<file path="config.mk">
export PLATFORM = sky130hd
export DESIGN_NAME = axi4_top
export DESIGN_NICKNAME = d
export VERILOG_FILES = /design/src/rtl/axi4_top.sv
export SDC_FILE = /design/constraint.sdc
export NUM_CORES = 1
export LEC_CHECK = 0
export ABC_AREA = 1
export BUFFER_PORTS_ARGS = -buffer_cell sky130_fd_sc_hd__buf_2
export CORE_ASPECT_RATIO = 0.8
export CORE_MARGIN = 10
export CORE_UTILIZATION = 39
export CTS_BUF_LIST = sky130_fd_sc_hd__clkbuf_2 sky130_fd_sc_hd__clkbuf_4 sky130_fd_sc_hd__clkbuf_8
export DETAILED_ROUTE_END_ITERATION = 8
export PLACE_DENSITY = 0.78
export SYNTH_ARGS = -nofsm -noshare
export SYNTH_HDL_FRONTEND = slang
export SYNTH_SLANG_ARGS = --single-unit
</file>
<file path="constraint.sdc">
create_clock -name clk -period 1.35 [get_ports clk]
set_input_delay 0.2025 -clock clk [delete_from_list [all_inputs] [get_ports clk]]
set_output_delay 0.2025 -clock clk [all_outputs]
set_load 0.05 [all_outputs]
</file>
<file path="src/rtl/axi4_top.sv">
// axi4_top: single-beat AXI4-Lite-style traffic block.
// After reset the master issues one write (AW+W), waits for B, issues one read (AR), waits
// for R and captures the returned data. An internal slave-side generator drives the AW, W and
// AR readies. B and R valids and read data come from outside. Every output is a register.
module axi4_top #(
    parameter logic [31:0] WR_ADDR = 32'h0000_0010,
    parameter logic [31:0] WR_DATA = 32'hDEAD_BEEF,
    parameter logic [31:0] RD_ADDR = 32'h0000_0010
) (
    input  logic        clk,
    input  logic        reset_n,     // active-high synchronous reset despite the name
    output logic [31:0] awaddr,
    output logic        awvalid,
    output logic        awready,
    output logic [31:0] wdata,
    output logic        wvalid,
    output logic        wready,
    input  logic        bvalid,
    output logic        bready,
    output logic [31:0] araddr,
    output logic        arvalid,
    output logic        arready,
    input  logic [31:0] rdata,
    input  logic        rvalid,
    output logic        rready,
    output logic [31:0] rd_data_q,
    output logic        done
);

    typedef enum logic [2:0] {
        IDLE      = 3'd0,
        WRITE     = 3'd1,
        WAIT_B    = 3'd2,
        READ_ADDR = 3'd3,
        WAIT_R    = 3'd4,
        DONE      = 3'd5
    } state_t;

    state_t r_state;
    state_t w_state_nxt;

    // Master-side output registers
    logic [31:0] r_awaddr;
    logic        r_awvalid;
    logic [31:0] r_wdata;
    logic        r_wvalid;
    logic        r_bready;
    logic [31:0] r_araddr;
    logic        r_arvalid;
    logic        r_rready;
    logic [31:0] r_rd_data;
    logic        r_done;

    // Next values for the master-side registers
    logic [31:0] w_awaddr_nxt;
    logic        w_awvalid_nxt;
    logic [31:0] w_wdata_nxt;
    logic        w_wvalid_nxt;
    logic        w_bready_nxt;
    logic [31:0] w_araddr_nxt;
    logic        w_arvalid_nxt;
    logic        w_rready_nxt;
    logic [31:0] w_rd_data_nxt;
    logic        w_done_nxt;

    // Slave-side ready registers and per-channel "already accepted" flags
    logic        r_awready;
    logic        r_wready;
    logic        r_arready;
    logic        r_aw_acc;
    logic        r_w_acc;
    logic        r_ar_acc;

    logic        w_awready_nxt;
    logic        w_wready_nxt;
    logic        w_arready_nxt;
    logic        w_aw_acc_nxt;
    logic        w_w_acc_nxt;
    logic        w_ar_acc_nxt;

    // Handshakes as seen at the coming rising edge
    logic        w_aw_hs;
    logic        w_w_hs;
    logic        w_ar_hs;
    logic        w_b_hs;
    logic        w_r_hs;

    // In WRITE a low valid means that channel has already been accepted
    logic        w_aw_fin;
    logic        w_w_fin;

    assign w_aw_hs  = r_awvalid & r_awready;
    assign w_w_hs   = r_wvalid  & r_wready;
    assign w_ar_hs  = r_arvalid & r_arready;
    assign w_b_hs   = bvalid    & r_bready;
    assign w_r_hs   = rvalid    & r_rready;

    assign w_aw_fin = ~r_awvalid | w_aw_hs;
    assign w_w_fin  = ~r_wvalid  | w_w_hs;

    // State register; reset abandons whatever transaction is in flight
    always_ff @(posedge clk) begin
        if (reset_n) begin
            r_state <= IDLE;
        end else begin
            r_state <= w_state_nxt;
        end
    end

    // Next-state and next master outputs; everything holds unless a transition changes it
    always_comb begin
        w_state_nxt   = r_state;
        w_awaddr_nxt  = r_awaddr;
        w_awvalid_nxt = r_awvalid;
        w_wdata_nxt   = r_wdata;
        w_wvalid_nxt  = r_wvalid;
        w_bready_nxt  = r_bready;
        w_araddr_nxt  = r_araddr;
        w_arvalid_nxt = r_arvalid;
        w_rready_nxt  = r_rready;
        w_rd_data_nxt = r_rd_data;
        w_done_nxt    = r_done;

        case (r_state)
            IDLE: begin
                // Launch address and data together on the first edge out of reset
                w_state_nxt   = WRITE;
                w_awvalid_nxt = 1'b1;
                w_awaddr_nxt  = WR_ADDR;
                w_wvalid_nxt  = 1'b1;
                w_wdata_nxt   = WR_DATA;
            end

            WRITE: begin
                // AW and W complete independently; each valid drops on its own handshake
                if (w_aw_hs) begin
                    w_awvalid_nxt = 1'b0;
                    w_awaddr_nxt  = 32'h0;
                end
                if (w_w_hs) begin
                    w_wvalid_nxt = 1'b0;
                    w_wdata_nxt  = 32'h0;
                end
                if (w_aw_fin && w_w_fin) begin
                    w_state_nxt  = WAIT_B;
                    w_bready_nxt = 1'b1;
                end
            end

            WAIT_B: begin
                if (w_b_hs) begin
                    w_state_nxt   = READ_ADDR;
                    w_bready_nxt  = 1'b0;
                    w_arvalid_nxt = 1'b1;
                    w_araddr_nxt  = RD_ADDR;
                end
            end

            READ_ADDR: begin
                if (w_ar_hs) begin
                    w_state_nxt   = WAIT_R;
                    w_arvalid_nxt = 1'b0;
                    w_araddr_nxt  = 32'h0;
                    w_rready_nxt  = 1'b1;
                end
            end

            WAIT_R: begin
                if (w_r_hs) begin
                    w_state_nxt   = DONE;
                    w_rd_data_nxt = rdata;
                    w_rready_nxt  = 1'b0;
                    w_done_nxt    = 1'b1;
                end
            end

            DONE: begin
                // Terminal: only reset leaves this state
                w_state_nxt = DONE;
            end

            default: begin
                // Unused encodings recover through IDLE with the bus quiet
                w_state_nxt   = IDLE;
                w_awvalid_nxt = 1'b0;
                w_awaddr_nxt  = 32'h0;
                w_wvalid_nxt  = 1'b0;
                w_wdata_nxt   = 32'h0;
                w_bready_nxt  = 1'b0;
                w_arvalid_nxt = 1'b0;
                w_araddr_nxt  = 32'h0;
                w_rready_nxt  = 1'b0;
            end
        endcase
    end

    // Master output registers; reset clears captured data and done as well
    always_ff @(posedge clk) begin
        if (reset_n) begin
            r_awaddr  <= 32'h0;
            r_awvalid <= 1'b0;
            r_wdata   <= 32'h0;
            r_wvalid  <= 1'b0;
            r_bready  <= 1'b0;
            r_araddr  <= 32'h0;
            r_arvalid <= 1'b0;
            r_rready  <= 1'b0;
            r_rd_data <= 32'h0;
            r_done    <= 1'b0;
        end else begin
            r_awaddr  <= w_awaddr_nxt;
            r_awvalid <= w_awvalid_nxt;
            r_wdata   <= w_wdata_nxt;
            r_wvalid  <= w_wvalid_nxt;
            r_bready  <= w_bready_nxt;
            r_araddr  <= w_araddr_nxt;
            r_arvalid <= w_arvalid_nxt;
            r_rready  <= w_rready_nxt;
            r_rd_data <= w_rd_data_nxt;
            r_done    <= w_done_nxt;
        end
    end

    // Slave readies: raise one edge after a pending valid is seen, drop on the handshake edge
    always_comb begin
        w_awready_nxt = r_awready;
        w_aw_acc_nxt  = r_aw_acc;
        if (w_aw_hs) begin
            w_awready_nxt = 1'b0;
            w_aw_acc_nxt  = 1'b1;
        end else if (r_awvalid && !r_awready && !r_aw_acc) begin
            w_awready_nxt = 1'b1;
        end

        w_wready_nxt = r_wready;
        w_w_acc_nxt  = r_w_acc;
        if (w_w_hs) begin
            w_wready_nxt = 1'b0;
            w_w_acc_nxt  = 1'b1;
        end else if (r_wvalid && !r_wready && !r_w_acc) begin
            w_wready_nxt = 1'b1;
        end

        w_arready_nxt = r_arready;
        w_ar_acc_nxt  = r_ar_acc;
        if (w_ar_hs) begin
            w_arready_nxt = 1'b0;
            w_ar_acc_nxt  = 1'b1;
        end else if (r_arvalid && !r_arready && !r_ar_acc) begin
            w_arready_nxt = 1'b1;
        end
    end

    // Slave ready registers; accepted flags only clear on reset since each channel is used once
    always_ff @(posedge clk) begin
        if (reset_n) begin
            r_awready <= 1'b0;
            r_wready  <= 1'b0;
            r_arready <= 1'b0;
            r_aw_acc  <= 1'b0;
            r_w_acc   <= 1'b0;
            r_ar_acc  <= 1'b0;
        end else begin
            r_awready <= w_awready_nxt;
            r_wready  <= w_wready_nxt;
            r_arready <= w_arready_nxt;
            r_aw_acc  <= w_aw_acc_nxt;
            r_w_acc   <= w_w_acc_nxt;
            r_ar_acc  <= w_ar_acc_nxt;
        end
    end

    assign awaddr    = r_awaddr;
    assign awvalid   = r_awvalid;
    assign awready   = r_awready;
    assign wdata     = r_wdata;
    assign wvalid    = r_wvalid;
    assign wready    = r_wready;
    assign bready    = r_bready;
    assign araddr    = r_araddr;
    assign arvalid   = r_arvalid;
    assign arready   = r_arready;
    assign rready    = r_rready;
    assign rd_data_q = r_rd_data;
    assign done      = r_done;

endmodule

</file>
==> results of run 1 <==
[kinds of logic after synthesis]
kind of cell	Yosys count	synth area share
AO/OA/AOI/OAI	82	0.157
buffers and inverters	157	0.387
flip-flops	47	0.359
other	1	0.00143
AND/OR/NAND/NOR	55	0.0955
[how the worst max path moves through the flow]
stage / startpoint / end / depth (start not counted)
2_1_floorplan: bready / r_state[0] / 7
3_3_place_gp: r_state[1] / wdata[30] / 6
3_5_place_dp: r_state[2] / rd_data_q[26] / 4
4_1_cts: wdata[30] / wdata[7] / 1
5_1_grt: wdata[30] / wdata[7] / 1
6_report: wdata[30] / wdata[7] / 1
[power by group through the flow]
stage	logic, µW	clock network [µW]	registers [µW]
2_1_floorplan	2840	0	1980
3_3_place_gp	3030	0	1740
3_5_place_dp	3060	0	1750
4_1_cts	3060	1270	1720
5_1_grt	3220	1320	1770
6_report	3050	1220	1730
[layout make-up]
| class | instances | share of cell area |
|---|---|---|
| Clock buffer | 6 | 0.0266 |
| Clock inverter | 2 | 0.0209 |
| Inverter | 47 | 0.0615 |
| Multi-Input combinational cell | 207 | 0.322 |
| Sequential cell | 47 | 0.333 |
| Tap cell | 84 | 0.0366 |
| Timing Repair Buffer | 107 | 0.200 |
[per-stage QoR]
stage / worst slack, ps / hold WS [ps] / instance area (µm²)
after floorplan: 37.4 / 376 / 2890
after global placement: 80.5 / 427 / 2730
after detailed placement: 69.0 / 431 / 2730
after CTS: -51.5 / 163 / 2860
after global routing: 1.23 / 179 / 2870
final: 76.1 / 168 / 2870
[tightest hold or removal path, delay by kind of cell]
kind	cells	cell delay, ps
buf+inv	1	80
compound gates	2	160
[Yosys cell counts]
master and count:
nand3_1 5, a21oi_1 44, inv_1 46, nor2_4 1, buf_4 98, clkbuf_1 1
nor2_1 8, nor3_1 1, buf_2 4, nand2_2 4, a31oi_1 1, inv_2 1
o21ai_0 32, nand4_2 1, dfxtp_1 47, nand2_1 31, buf_6 7, nor2_2 4
conb_1 1, o21ai_1 5
[placed cells by master, fill, tap and decap left out, drive strengths merged]
master and count:
a21oi 44, a31oi 1, buf 107, bufinv 2
clkbuf 6, conb 70, dfxtp 47, inv 47
nand2 35, nand3 5, nand4 1, nor2 13
nor3 1, o21ai 37
[layer usage]
layer / GRT usage / vias up / part of all wire
li1: - / 1040 / -
met1: 0.111 / 875 / 0.37
met2: 0.209 / 66 / 0.54
met3: 0.0396 / 5 / 0.072
met4: 0.0353 / 0 / 0.0094
met5: 0 / - / 0
==> impl_metrics.toml, run 1 <==
[status]
status = "complete, no violations"

[timing]
period_minus_slack_ps = 1270
hold_violations = 0
fmax_ghz = 0.785
finalSetupTns_ps = 0
finClkSkew_ps = 10.6
setup_viol = 0
rsz0062_at_grt = "no"
slew_violations = 0
fin_crit_sh = 0.944

[routing]
wirelength_um = 6250
vias_per_cell = 3.97
ant_nets = 0
drt_iter0_drc = 109
drtPass1Iterations = 4
post_drt_wl_per_cell_um = 12.5
vias = 1986
drc_errors = 0

[die]
std_cell_rows = 26
start_util = 0.405
io_pins = 173
fp.dieH_um = 93.3
die_w_um = 112
coreArea_um2 = 6470
die-area_um2 = 10400

[global_routing]
grt_first_pass_wirelength_um = 9750
grt_pass1_vias = 1973
grt_antenna_before_repair = 0
grt_max_degree = 66
track_usage = 0.111
gr-total-overflow = 0

[setup_path]
slowest_stage = "dfxtp_4"
crit_buf_inv = 1
timing.rr.start = "r_state[0]"
cp_max_fo = 29
critPathArrivalTime_ps = 1070
critPathTopFamily = "flip-flops"
reg2reg_depth = 5
crit-reg2reg-capture = "rd_data_q[26]"
critPathKind = "reg2out"
startpoint_type = "flip-flop"
max_stage_delay_ps = 470
crit_chain = "buf_2"
end_kind = "output pin"
worst-endpoint-required_ps = 1150
r2r_slack_ps = 140

[placed_design]
hpwl_um = 5150
port-buffer-count = 102
dp_cells = 492
gp_congestion = 0.859

[logic_synthesis]
synth_top_cell_area_share = 0.359
synth_top_area_cell = "dfxtp_1"
synth-seq-area-share = 0.359
yosysWarningCount = 0
syn_inst = 342
synth_area_um2 = 2620
yosys.cell_types.count = 20
netlist_top_cells_area = "dfxtp_1, buf_4, a21oi_1"
ys_ff_latch = 47
postSynthAreaPerCell_um2 = 7.66

[clock_tree]
cts-root-buf = "clkbuf_8"
cts_hold_buf = 0
clk_latency_ps = 300
cts.clk_slew.worst_paths_ps = 90
cts_setup_buffers = 0
post_cts_resized = 0
tritoncts = "done"
cts_buffers = 5
clock_sinks = 47
clockBufferDepth = 2
h-tree-depth = 2

[power_and_ir_drop]
power.internal_uw = 2870
switching_share = 0.523
p_switching_uw = 3140
cellPowerDensity_nw_per_um2 = 2090
leakage_uw = 0.00151
sequentialPowerShare = 0.288
p_comb_frac = 0.508
peakVddDrop_v = 0.00135
clockPowerShare = 0.204
p_total_uw = 6010

[finish]
insertedDiodeCount = 0
largest_register_ffs = 32
utilization = 0.443
fin_nets = 451
final_cells = 500
fillCellCount = 692
drive_gt1_frac = 0.325
seq_area_um2 = 955
multi_input_area_um2 = 925
area_growth_pct = 9.50

[run]
max-cap-violations = 0

[hold_path]
hp-class = "in2reg"
holdPathStages = 3
holdCritStartpoint = "rdata[31]"
worstHoldEndpoint = "rd_data_q[31]"
(Power assumes the default switching activity.)
==> inputs of run 2 (changes only) <==
--- a/config.mk
+++ b/config.mk
@@ -7,12 +7,12 @@
 export LEC_CHECK = 0
 export ABC_AREA = 1
 export BUFFER_PORTS_ARGS = -buffer_cell sky130_fd_sc_hd__buf_2
-export CORE_ASPECT_RATIO = 0.8
+export CORE_ASPECT_RATIO = 1.5
 export CORE_MARGIN = 10
-export CORE_UTILIZATION = 39
+export CORE_UTILIZATION = 35
 export CTS_BUF_LIST = sky130_fd_sc_hd__clkbuf_2 sky130_fd_sc_hd__clkbuf_4 sky130_fd_sc_hd__clkbuf_8
 export DETAILED_ROUTE_END_ITERATION = 8
-export PLACE_DENSITY = 0.78
+export PLACE_DENSITY_LB_ADDON = 0.25
 export SYNTH_ARGS = -nofsm -noshare
 export SYNTH_HDL_FRONTEND = slang
 export SYNTH_SLANG_ARGS = --single-unit
==> impl_metrics.toml, run 2 (same netlist as run 1, synthesis figures left out) <==
[timing]
finClkSkew_ps = 8.10
finalSetupTns_ps = 0
fin_crit_sh = 0.935
hold_violations = 0
rsz0062_at_grt = "no"
slew_violations = 0
setup_viol = 0
period_minus_slack_ps = 1260
fmax_ghz = 0.792

[finish]
final_area_um2 = 2840
area_growth_pct = 8.35
fin_nets = 450
final_common_cell = "buf_2"
largest_register_ffs = 32
final_cell_mix = "buf_2, conb_1, inv_1, a21oi_1, dfxtp_1"
drive_gt1_frac = 0.325
insertedDiodeCount = 0

[global_routing]
grt_first_pass_wirelength_um = 9510
grt_max_degree = 66
gr-total-overflow = 0
grt_antenna_before_repair = 0
grt_pass1_vias = 2041
track_usage = 0.0989

[setup_path]
critPathArrivalTime_ps = 1060
critPathTopFamily = "flip-flops"
worst-endpoint-required_ps = 1150
crit_chain = "buf_2"
crit_buf_inv = 1
slowest_stage = "dfxtp_4"
crit-reg2reg-capture = "rd_data_q[15]"
critical_path.endpoint = "wvalid"
critPathKind = "reg2out"
max_stage_delay_ps = 460
cp_num_cells = 1
cp_max_fo = 27
reg2reg_depth = 5
startpoint_type = "flip-flop"
end_kind = "output pin"
timing.rr.start = "r_state[0]"
r2r_slack_ps = 160
crit_start = "wdata[30]"

[clock_tree]
clk_latency_ps = 300
cts-root-buf = "clkbuf_8"
cts_hold_buf = 0
clockBufferDepth = 2
clock_sinks = 47
h-tree-depth = 2
cts.clk_slew.worst_paths_ps = 90
cts_buffers = 5
tritoncts = "done"
cts_setup_buffers = 0

[routing]
drc_errors = 0
ant_nets = 0
vias = 2000
vias_per_cell = 3.88
route.met3.wl_um = 860
met1Wirelength_um = 2290
post_drt_wl_per_cell_um = 12.0
routed.top_layer = "met4"
wirelength_um = 6170
wl_met2_um = 2950
drt_iter0_drc = 37
drtPass1Iterations = 4

[die]
start_util = 0.360
io_pins = 173
std_cell_rows = 38
die_w_um = 90.7
die-area_um2 = 11400
coreArea_um2 = 7270
fp.dieH_um = 126

[placed_design]
postPlaceCellArea_um2 = 2740
port-buffer-count = 102
gp_congestion = 0.749
hpwl_um = 5010

[hold_path]
holdCritStartpoint = "rdata[14]"
hp-class = "in2reg"

[power_and_ir_drop]
leakage_uw = 0.00148
cellPowerDensity_nw_per_um2 = 1980
peakVddDrop_v = 0.00101

[run]
max-cap-violations = 0

[status]
status = "complete, no violations"
run 2: cell types whose count changed in the layout (fill, tap and decap cells not counted):
cell / change
buf_4: -1
bufinv_16: -2
clkinv_2: +1
clkinvlp_4: +1
nand3_1: -1
nand3_2: +1
o21ai_0: +1
o21ai_1: -1
run 2: layout make-up:
| type | instances | area (µm²) |
|---|---|---|
| fillers | 803 | 4430 |
| flip-flops and latches | 47 | 955 |
| multi-input cells | 207 | 930 |
| repair buffers | 106 | 566 |
| inverters | 47 | 176 |
| well taps | 100 | 125 |
| clock buffers | 6 | 76.3 |
| clock inverters | 2 | 12.5 |
run 2: repair_timing:
action                                  CTS  global route
pin swaps                                 0             0
gates resized for setup                   1             4
endpoints found under the setup margin   28            42
run 2: worst min path at each step:
stage / end / slack (ps) / cells past startpoint
6_report: rd_data_q[14] / 170 / 3
5_1_grt: rd_data_q[25] / 170 / 3
4_1_cts: rd_data_q[8] / 160 / 3
3_5_place_dp: rd_data_q[0] / 430 / 2
3_3_place_gp: rd_data_q[16] / 430 / 2
2_1_floorplan: rd_data_q[14] / 380 / 2
run 2: per-layer routing:
| layer | global-route usage | vias to the layer above |
|---|---|---|
| li1 | - | 1039 |
| met1 | 0.0945 | 849 |
| met2 | 0.169 | 107 |
| met3 | 0.0642 | 5 |
| met4 | 0.0329 | 0 |
| met5 | 0 | - |
run 2: power breakdown:
group	total, µW	internal [µW]	switching, µW
clock	845	383	463
combinational	3050	575	2470
sequential	1720	1530	185
total	5610	2490	3120
run 2: through the flow:
step	hold WS [ps]	power, µW	cells	utilization	setup slack, ps
2_1_floorplan	376	4820	411	-	37.4
6_report	172	5610	515	0.390	87.8
4_1_cts	162	5670	515	0.389	-42.6
3_3_place_gp	426	4790	507	0.377	8.36
5_1_grt	174	5960	515	0.390	4.42
3_5_place_dp	431	4800	507	0.377	1.89
run 2: tightest hold or removal path, stage by stage:
cell and delay [ps]:
buf_2 70, o21ai_1 50, a21oi_1 100
==> inputs of run 3 (changes only) <==
--- a/config.mk
+++ b/config.mk
@@ -7,7 +7,7 @@
 export LEC_CHECK = 0
 export ABC_AREA = 1
 export BUFFER_PORTS_ARGS = -buffer_cell sky130_fd_sc_hd__buf_2
-export CORE_ASPECT_RATIO = 1.5
+export CORE_ASPECT_RATIO = 1.2
 export CORE_MARGIN = 10
 export CORE_UTILIZATION = 35
 export CTS_BUF_LIST = sky130_fd_sc_hd__clkbuf_2 sky130_fd_sc_hd__clkbuf_4 sky130_fd_sc_hd__clkbuf_8
==> impl_metrics.toml, run 3 (same netlist as run 1, synthesis figures left out) <==
[power_and_ir_drop]
p_comb_frac = 0.521
peakVddDrop_v = 0.00124
cellPowerDensity_nw_per_um2 = 2040
leakage_uw = 0.00150
p_switching_uw = 3120
power.internal_uw = 2710
sequentialPowerShare = 0.296
switching_share = 0.535
clockPowerShare = 0.184

[clock_tree]
tritoncts = "done"
clk_latency_ps = 290
cts_buffers = 5
cts.clk_slew.worst_paths_ps = 90
clockBufferDepth = 2
h-tree-depth = 2
cts_hold_buf = 0
cts_setup_buffers = 0
clock_sinks = 47
cts-root-buf = "clkbuf_8"

[routing]
vias = 2031
drc_errors = 0
ant_nets = 0
drtPass1Iterations = 4
vias_per_cell = 4.01
post_drt_wl_per_cell_um = 12.0
wirelength_um = 6070
drt_iter0_drc = 54

[setup_path]
startpoint_type = "flip-flop"
cp_max_fo = 27
crit_buf_inv = 1
critPathTopFamily = "flip-flops"
crit_start = "wdata[30]"
slowest_stage = "dfxtp_4"
worst-endpoint-required_ps = 1150
critPathKind = "reg2out"
max_stage_delay_ps = 460
end_kind = "output pin"
timing.rr.start = "r_state[0]"
crit_chain = "buf_2"
critPathArrivalTime_ps = 1050

[status]
status = "complete, no violations"

[global_routing]
grt_first_pass_wirelength_um = 9630
gr-total-overflow = 0
grt_max_degree = 66
track_usage = 0.100
grt_pass1_vias = 2119
grt_antenna_before_repair = 1

[timing]
rsz0062_at_grt = "no"
setup_viol = 0
holdWs_ps = 171
fin_crit_sh = 0.929
fmax_ghz = 0.797
finClkSkew_ps = 6.44
hold_violations = 0
slew_violations = 0
period_minus_slack_ps = 1250

[placed_design]
gp_congestion = 0.808
hpwl_um = 4960
postPlaceCellArea_um2 = 2740
dp_cells = 498
port-buffer-count = 102

[die]
die-area_um2 = 11400
start_util = 0.360
std_cell_rows = 34
coreArea_um2 = 7270
fp.dieH_um = 115
die_w_um = 99
io_pins = 173

[finish]
seq_area_um2 = 955
largest_register_ffs = 32
final_cell_mix = "buf_2, conb_1, inv_1, a21oi_1, dfxtp_1"
final_area_um2 = 2860
final_cells = 506
drive_gt1_frac = 0.327
insertedDiodeCount = 0
fin_nets = 451
final_common_cell = "buf_2"
fillCellCount = 814
multi_input_area_um2 = 930
area_growth_pct = 9.26

[run]
max-cap-violations = 0

[hold_path]
hp-class = "in2reg"
holdCritStartpoint = "rdata[8]"
-- run 3: cell count changes in the layout (fill, tap and decap cells not counted), sizes merged --
cell,previous run,this run
bufinv,0,1
clkinvlp,1,0
buf,106,107
-- run 3: power groups by stage --
| stage | sequential (µW) | clock (µW) | combinational [µW] |
|---|---|---|---|
| floorplan | 1980 | 0 | 2840 |
| global placement | 1740 | 0 | 3050 |
| detailed placement | 1750 | 0 | 3040 |
| CTS | 1720 | 1120 | 3040 |
| global route | 1770 | 1170 | 3260 |
| finish | 1730 | 1070 | 3040 |
-- run 3: per-layer routing --
metal,GRT usage,vias to the layer above,share of wire
met5,0,-,0.0021
met4,0.0258,2,0.0097
met3,0.0672,7,0.15
met2,0.172,113,0.48
met1,0.0962,868,0.36
li1,-,1041,-
-- run 3: cell type report --
| class | count | share of cell area |
|---|---|---|
| multi-input combinational | 207 | 0.325 |
| inverter | 47 | 0.0616 |
| clock buffer | 6 | 0.0288 |
| timing repair buffer | 107 | 0.200 |
| sequential | 47 | 0.333 |
| clock inverter | 2 | 0.0122 |
| tap | 90 | 0.0393 |
-- run 3: path summary, 6_finish.rpt --
path,depth (start not counted),slack (ps),endpoint
max reg2reg,5,150,rd_data_q[28]
max,1,100,wdata[27]
min reg2reg,2,440,rd_data_q[1]
min,3,170,rd_data_q[8]
-- run 3: metrics by stage --
step | worst slack (ps) | total power, µW | TNS, ps | util
after detailed placement | 4.09 | 4790 | 0 | 0.376
final | 95.7 | 5840 | 0 | 0.394
after floorplan | 37.4 | 4820 | 0 | -
after global placement | 18.5 | 4790 | 0 | 0.376
after CTS | -43.7 | 5880 | -1060 | 0.392
after global routing | 18.4 | 6200 | 0 | 0.394
-- run 3: timing repair --
item                                    4_1_cts  5_1_grt
endpoints found under the setup margin       29       37
pin swaps                                     0        0
gates resized for setup                       1        4
